**config.mk**
```make
export PLATFORM = sky130hd
export DESIGN_NAME = multiplier_sequencer
export DESIGN_NICKNAME = d
export VERILOG_FILES = /design/src/rtl/multiplier_sequencer.sv
export SDC_FILE = /design/constraint.sdc
export NUM_CORES = 1
export LEC_CHECK = 0
export BUFFER_PORTS_ARGS = -buffer_cell sky130_fd_sc_hd__buf_2
export CORE_ASPECT_RATIO = 0.6
export CORE_MARGIN = 4
export CORE_UTILIZATION = 45
export DETAILED_ROUTE_END_ITERATION = 16
export MAX_ROUTING_LAYER = met4
export PLACE_DENSITY = 0.84
export REMOVE_ABC_BUFFERS = 1
export SYNTH_ARGS = -nofsm -noshare
export SYNTH_HDL_FRONTEND = slang
export SYNTH_SLANG_ARGS = --single-unit
```
**constraint.sdc**
```tcl
create_clock -name clock -period 3.7 [get_ports clock]
set_input_delay 0.555 -clock clock [delete_from_list [all_inputs] [get_ports clock]]
set_output_delay 0.555 -clock clock [all_outputs]
set_load 0.05 [all_outputs]
```
**src/rtl/multiplier_sequencer.sv**
```systemverilog
// multiplier_sequencer
//   Front-end sequencer for the shift-and-add multiplier. It accepts an operand
//   pair over a valid/ready handshake and drives the pair onto mult_*. It then
//   pulses mult_start and waits for mult_ready. When the result arrives, it
//   captures the 2*WIDTH product and pulses mult_clear. That pulse returns the
//   multiplier, which holds in DONE, to idle. Finally the sequencer presents the
//   product downstream over valid/ready.
//
//   Optional feature macro: MULT_SEQ_TIMEOUT_EN
//     When defined, a WAIT cycle counter aborts after TIMEOUT cycles without
//     mult_ready. On abort it sets the sticky error flag and forces a zero
//     product. When undefined, WAIT waits indefinitely and error is tied to 0.
//
// Ports
//   clock, reset                 single clock, synchronous active-high reset
//   in_valid/in_ready            operand handshake (in_ready high only in IDLE)
//   in_multiplicand/multiplier   operands A and B
//   mult_multiplicand/multiplier registered operands to the multiplier datapath
//   mult_start                   one-cycle start pulse
//   mult_ready/mult_product      multiplier result (level, held while in DONE)
//   mult_clear                   one-cycle pulse; ORed into the multiplier reset
//   out_valid/out_ready          result handshake
//   out_product                  captured product, stable while out_valid
//   done_count                   results delivered, wraps modulo 2**COUNT_WIDTH
//   error                        sticky timeout flag
module multiplier_sequencer #(
  parameter int unsigned WIDTH       = 8,
  parameter int unsigned COUNT_WIDTH = 16,
  parameter int unsigned TIMEOUT     = 4 * WIDTH
) (
  input  logic                   clock,
  input  logic                   reset,
  input  logic                   in_valid,
  output logic                   in_ready,
  input  logic [WIDTH-1:0]       in_multiplicand,
  input  logic [WIDTH-1:0]       in_multiplier,
  output logic [WIDTH-1:0]       mult_multiplicand,
  output logic [WIDTH-1:0]       mult_multiplier,
  output logic                   mult_start,
  input  logic                   mult_ready,
  input  logic [2*WIDTH-1:0]     mult_product,
  output logic                   mult_clear,
  output logic                   out_valid,
  input  logic                   out_ready,
  output logic [2*WIDTH-1:0]     out_product,
  output logic [COUNT_WIDTH-1:0] done_count,
  output logic                   error
);

  typedef enum logic [2:0] {
    S_IDLE,
    S_LAUNCH,
    S_WAIT,
    S_CLEAR,
    S_HOLD
  } state_t;

  state_t state;

  // A zero TIMEOUT would make the abort path meaningless.
  if (TIMEOUT == 0) begin : g_timeout_check
    $error("multiplier_sequencer: TIMEOUT must be nonzero");
  end

`ifdef MULT_SEQ_TIMEOUT_EN
  localparam int unsigned TW = (TIMEOUT > 1) ? $clog2(TIMEOUT) : 1;
  localparam logic [TW-1:0] WAIT_LAST = TW'(TIMEOUT - 1);

  // wait_cnt holds the number of WAIT cycles already completed. Expiry
  // happens in the TIMEOUT-th WAIT cycle, when the count reaches TIMEOUT-1.
  logic [TW-1:0] wait_cnt;
`else
  assign error = 1'b0;
`endif

  always_ff @(posedge clock) begin
    if (reset) begin
      state             <= S_IDLE;
      in_ready          <= 1'b1;
      mult_multiplicand <= '0;
      mult_multiplier   <= '0;
      mult_start        <= 1'b0;
      mult_clear        <= 1'b0;
      out_valid         <= 1'b0;
      out_product       <= '0;
      done_count        <= '0;
`ifdef MULT_SEQ_TIMEOUT_EN
      wait_cnt          <= '0;
      error             <= 1'b0;
`endif
    end else begin
      unique case (state)
        S_IDLE: begin
          if (in_valid) begin
            mult_multiplicand <= in_multiplicand;
            mult_multiplier   <= in_multiplier;
            mult_start        <= 1'b1;
            in_ready          <= 1'b0;
            state             <= S_LAUNCH;
          end
        end

        // mult_ready may still show the previous result's DONE level in this
        // cycle, so it is deliberately not looked at here.
        S_LAUNCH: begin
          mult_start <= 1'b0;
`ifdef MULT_SEQ_TIMEOUT_EN
          wait_cnt   <= '0;
`endif
          state      <= S_WAIT;
        end

        S_WAIT: begin
          if (mult_ready) begin
            out_product <= mult_product;
            mult_clear  <= 1'b1;
            state       <= S_CLEAR;
          end
`ifdef MULT_SEQ_TIMEOUT_EN
          else if (wait_cnt == WAIT_LAST) begin
            out_product <= '0;
            error       <= 1'b1;
            mult_clear  <= 1'b1;
            state       <= S_CLEAR;
          end else begin
            wait_cnt <= wait_cnt + 1'b1;
          end
`endif
        end

        S_CLEAR: begin
          mult_clear <= 1'b0;
          out_valid  <= 1'b1;
          state      <= S_HOLD;
        end

        S_HOLD: begin
          if (out_ready) begin
            out_valid  <= 1'b0;
            done_count <= done_count + 1'b1;
            in_ready   <= 1'b1;
            state      <= S_IDLE;
          end
        end

        default: begin
          state <= S_IDLE;
        end
      endcase
    end
  end

endmodule

```
### Word-level counts from Yosys, hierarchy flattened

Cells that the tools add are included.

* output and inout bits: 53
* bits in registers: 55
* input bits: 37

* equality and inequality tests: 7
* add/subtract/negate cells: 1
* muxes and demuxes: 13
* reduce and logical (&&, ||, !) cells: 13

Operators by type and width (number)
* $add A16 B1 Y16 const B: 1
* $pmux W3 S5: 1
* $reduce_and A2 Y1: 6
* $mux W3: 3
* $pmux W1 S2: 4
* $reduce_bool A2 Y1: 4
* $eq A3 B2 Y1 const B: 2
* $ne A2 B2 Y1 const B: 3
* $reduce_and A3 Y1: 2
* $mux W1: 5
* $eq A3 B1 Y1 const B: 1
* $eq A3 B3 Y1 const B: 1
* $logic_not A3 Y1: 1

### Depth between registers and ports, before layout

* word-level depth: 3
* mapped depth: 7
* gate-level depth less buffers: 5

### Worst setup path before layout

Ideal clock, no wire load.

* path kind: register to register
* start point: register done_count[3]
* end point: register done_count[13]
* cell stages (with the launch flop): 5
* arrival: 1.834 ns
* path slack: 1.745 ns
* period minus slack after synthesis: 1.955 ns
* path buffers: 0
* cells stage by stage: dfxtp_1 > nand4_1 > nor4_4 > nand3_2 > mux2_4

* cells in the longest elaborated chain, start to end: 1

RTL lines
* start: declaration: RTL line 46 `output logic [COUNT_WIDTH-1:0] done_count,`
* start signal: assignment: RTL line 140 `done_count <= done_count + 1'b1;`
* $add A16 B1 Y16: RTL line 140

Every way passes these cells.
A chain may end at the register's enable or synchronous reset.

### Worst setup path after layout

* start point: register state[2]
* end point: register done_count[13]

* cells in the longest elaborated chain, start to end: 2

RTL lines
* start: declaration: RTL line 58 `state_t state;`
* start signal: assignment: RTL line 78 `state <= S_IDLE;`
* start signal: assignment: RTL line 99 `state <= S_LAUNCH;`
* start signal: assignment: RTL line 110 `state <= S_WAIT;`
* $eq A3 B3 Y1: RTL line 92 `unique case (state)`
* $reduce_and A2 Y1 (no line)

Every way passes these cells.

==> results.txt <==
- Input and output buffers added on the ports amount to 88.
- The total count of hold-check failures in the final report was 0.
* Register clock-pin slew on the reported worst setup and hold paths: 0.10 ns
* Root buffer cell: sky130_fd_sc_hd__clkbuf_8
- Worst Max-Slew Pin Slew: 0.996 ns
- The worst hold path passes through 2 cells.
- Of the cells placed in the final design, the portion with a size suffix greater than 1 is 31.4%.
- The longest clock path from root to sink contains 2 buffers.
- # setup viols final: 0
- Summing over every cut layer, the via total after detailed routing is 1,970.
- Of the synthesized area, sequential elements account for 49.7%.
* Via/cell ratio: 4.88
- Worst min-delay path startpoint: mult_multiplier[4]
- Critical path's slowest cell: sky130_fd_sc_hd__dfxtp_1
- Setup slack of the critical path after layout: 1.62 ns
* Run status: finished clean
* Most area-consuming cells after synthesis: sky130_fd_sc_hd__dfxtp_1 50%, sky130_fd_sc_hd__nand2_1 12%, sky130_fd_sc_hd__a21oi_1 8.8%
- Main combinational cell family by area after synthesis: simple AND/OR/NAND/NOR gates
* Number of flops mapped to enable cells by yosys: 0
- The commonest cells after synthesis are 69 x sky130_fd_sc_hd__nand2_1, 55 x sky130_fd_sc_hd__dfxtp_1, 39 x sky130_fd_sc_hd__a21oi_1.
- Across every metal layer, demand over resource in global routing totals 16.3%.
* Highest clock frequency the design can meet: 480 MHz
- 0 antenna diodes ended up in the layout.
- The synthesized netlist devotes 0.565% of its cell area to adder and majority cells.
- Fraction of registers with async set/reset: 0%
* CP startpoint kind: flip-flop
- Worst Setup End Kind: flip-flop
* Initial Utilization: 47.5%
- In this run, CTS created clock tree buffers numbering 5.
* Maximum fanout along the worst path: 11
- The floorplan step set the die height to 62.3 µm.
* Class of the tightest hold or removal check: reg -> reg
- Synthesized-area fraction occupied by ao, oa, aoi and oai cells: 11.3%
* CTS resizes: 0
- The worst register-to-register path has a setup slack of 1.62 ns.
- First-pass GRT wire length: 8.09 mm
- After technology mapping, the gate count stands at 261.
- The most common cell in the synthesized netlist is sky130_fd_sc_hd__nand2_1.
* Synth unique cells: 40
- Once detailed placement completed, the half-perimeter wirelength came to 3.75 mm.
- Maximum number of pins on one net before global-route repair: 43
- Number of buffers inserted by post-CTS setup repair: 0
* Die area: 0.00614 mm²
* Clock tree from TritonCTS: done
- Final Max Slew Viols: 0
* Post-synthesis register bit count: 55
- STA puts the critical path data arrival time at 2.29 ns.
- Across the VDD grid, the largest voltage drop is 0.000212 V.
- Summing every instance area after synthesis gives 0.00221 mm².
- After global routing the overflow that remains totals 0.
- RSZ-0062 raised after global routing: no
- Critical path buffer and inverter count: 0
- For this run, design rule violations remaining after detail routing come to 0.
- For the worst setup path, the data required time is 3.91 ns.
- Setup Slack @ Placement: 1.53 ns
* Nets: 378
- Number of top-level pins: 90
- The number of global-route vias before repair was 1,691.
- Path depth of the worst reg2reg path: 4
- Total Wirelength: 5.02 mm
- Layout Area Growth over Synthesis: 24.3%
* Setup TNS: 0 ns
* Cts hold-fix bufs: 0
- The pre-antenna-repair detailed-routing pass consisted of 4 iterations.
- CTS sink count: 55
- The average instance in the mapped netlist occupies 8.48 µm².
- Core area: 0.00466 mm²
* Antenna violations before repair: 0
- The path with the worst hold slack has its endpoint at mult_multiplier[4].
- Primary FF master, synth: sky130_fd_sc_hd__dfxtp_1
- Critical R2R Launch: state[2]
- Across the run, the number of max-cap violations was 0.
- Endpoint of the lowest-slack register-to-register path: done_count[13]
- The analysis attributes to cell leakage a power of 1.22 nW.
* Max H-tree Level: 2
- Final weighted congestion in routability-driven placement: 0.793
- Library cell occupying the most area in the post-synthesis netlist: sky130_fd_sc_hd__dfxtp_1
- Horizontal die dimension: 98.5 µm
- Worst slew margin: 33.2%
- During synthesis, Yosys emitted a total of 0 warnings.
* Min Tclk post-route: 2.08 ns
- In the final routed layout, each cell accounts on average for 12.4 µm.
- Traced cell by cell, the critical path runs through nand4bb_1 -> nor4_4 -> nand3_2 -> mux2_4.
- Area share of xor/xnor cells in the synthesized design: 4.35%
- After Yosys synthesis, and, or, nand and nor cells account for 28.2% of the synthesized area.
- Stage delay of the slowest cell on the critical path: 0.55 ns
- Worst clock skew on the final layout: 0.00887 ns
- Post-synth top area share: 49.7%
- For the worst-skew pair, the clock arrives at the later sink with an insertion delay of 0.31 ns.
- Total design power: 0.00121 W
* Share of the cycle needed by the critical path after routing: 56.3%
- Broken down by cell family, the worst path's largest delay share belongs to simple AND/OR/NAND/NOR gates.
- Portion of netlist area occupied by mux cells: 1.19%
- The detail route stage leaves a number of antenna-violating nets equal to 0.
- For this design the ratio of total power to cell area is 441 mW/mm².
* Site Rows: 19
- Count of routing violations after the opening detailed-route iteration: 88
* Crit path kind: reg -> reg
registers in the layout, summed over array words and instances, names as in the netlist:
register           cells
mult_multiplier        8
mult_multiplicand      8
state                  3
mult_start             1
out_product           16
in_ready               1
out_valid              1
mult_clear             1
done_count            16
cells by family (layout without fill, tap and decap cells):
family / count (synthesis) / after routing
fa+ha+maj: 1 / 1
compound gates: 46 / 46
mux: 2 / 2
flops: 55 / 55
other cells: 1 / 1
xor+xnor: 11 / 11
buf+inv: 21 / 101
simple gates: 124 / 124
layout by cell type (no fill, tap or decap), types with 2 or more instances in the layout:
cell type and count:
sky130_fd_sc_hd__a21oi_1 39, sky130_fd_sc_hd__a31o_1 2, sky130_fd_sc_hd__and2_1 2, sky130_fd_sc_hd__and4_1 3, sky130_fd_sc_hd__buf_2 88, sky130_fd_sc_hd__clkbuf_8 6
sky130_fd_sc_hd__dfxtp_1 55, sky130_fd_sc_hd__inv_1 4, sky130_fd_sc_hd__nand2_1 69, sky130_fd_sc_hd__nand2b_1 3, sky130_fd_sc_hd__nand3_1 4, sky130_fd_sc_hd__nand4_1 3
sky130_fd_sc_hd__nor2_1 18, sky130_fd_sc_hd__nor2b_1 2, sky130_fd_sc_hd__nor3_1 4, sky130_fd_sc_hd__nor3_2 2, sky130_fd_sc_hd__nor3b_1 2, sky130_fd_sc_hd__nor4_4 2
sky130_fd_sc_hd__or3_1 3, sky130_fd_sc_hd__xnor2_1 9, sky130_fd_sc_hd__xor2_1 2
per-layer routing:
layer  part of all wire [%]  vias to the layer above  GRT usage (%)  routed length, µm
li1                       -                     1025              -                  -
met1                     49                      884           21.1               2440
met2                     43                       59           25.6               2170
met3                    7.6                        2           4.81                382
met4                   0.50                        0           3.07                 25
met5                      0                        -              -                  0
how the worst max path moves through the flow:
stage	from	endpoint	slack [ns]	cells after the start
4_1_cts	state[2]	done_count[13]	1.62	4
2_1_floorplan	done_count[3]	done_count[13]	1.74	4
5_1_grt	state[2]	done_count[13]	1.40	4
3_3_place_gp	out_ready	done_count[13]	1.55	5
3_5_place_dp	out_ready	done_count[13]	1.53	5
6_report	state[2]	done_count[13]	1.62	4
power breakdown:
group	switching, W	internal, W	leakage, nW	total [W]
sequential	0.0000218	0.000621	0.447	0.000643
combinational	0.000163	0.0000594	0.722	0.000222
clock	0.000194	0.000153	0.0516	0.000347
per-stage QoR:
| stage | hold WS, ns | cells | utilization (%) | cell area (µm²) |
|---|---|---|---|---|
| floorplan | 0.566 | 244 | - | 2130 |
| global placement | 0.439 | 396 | 57.0 | 2660 |
| detailed placement | 0.443 | 396 | 57.0 | 2660 |
| CTS | 0.457 | 404 | 59.0 | 2750 |
| global route | 0.465 | 404 | 59.0 | 2750 |
| finish | 0.454 | 404 | 59.0 | 2750 |
worst reg2reg max path, cell delays in order, from the launching register on:
cell	delay, ns
sky130_fd_sc_hd__dfxtp_1	0.55
sky130_fd_sc_hd__nand4bb_1	0.53
sky130_fd_sc_hd__nor4_4	0.49
sky130_fd_sc_hd__nand3_2	0.12
sky130_fd_sc_hd__mux2_4	0.30
area by class of cell:
cell class              count  area, µm²
well taps                  63       78.8
clock buffers               6       82.6
multi-input cells         185       1010
inverters                   4       15.0
repair buffers             89        448
fillers                   436       1910
flip-flops and latches     55       1100
clock inverters             2       13.8
No activity file was read; power rests on OpenSTA's default activity.
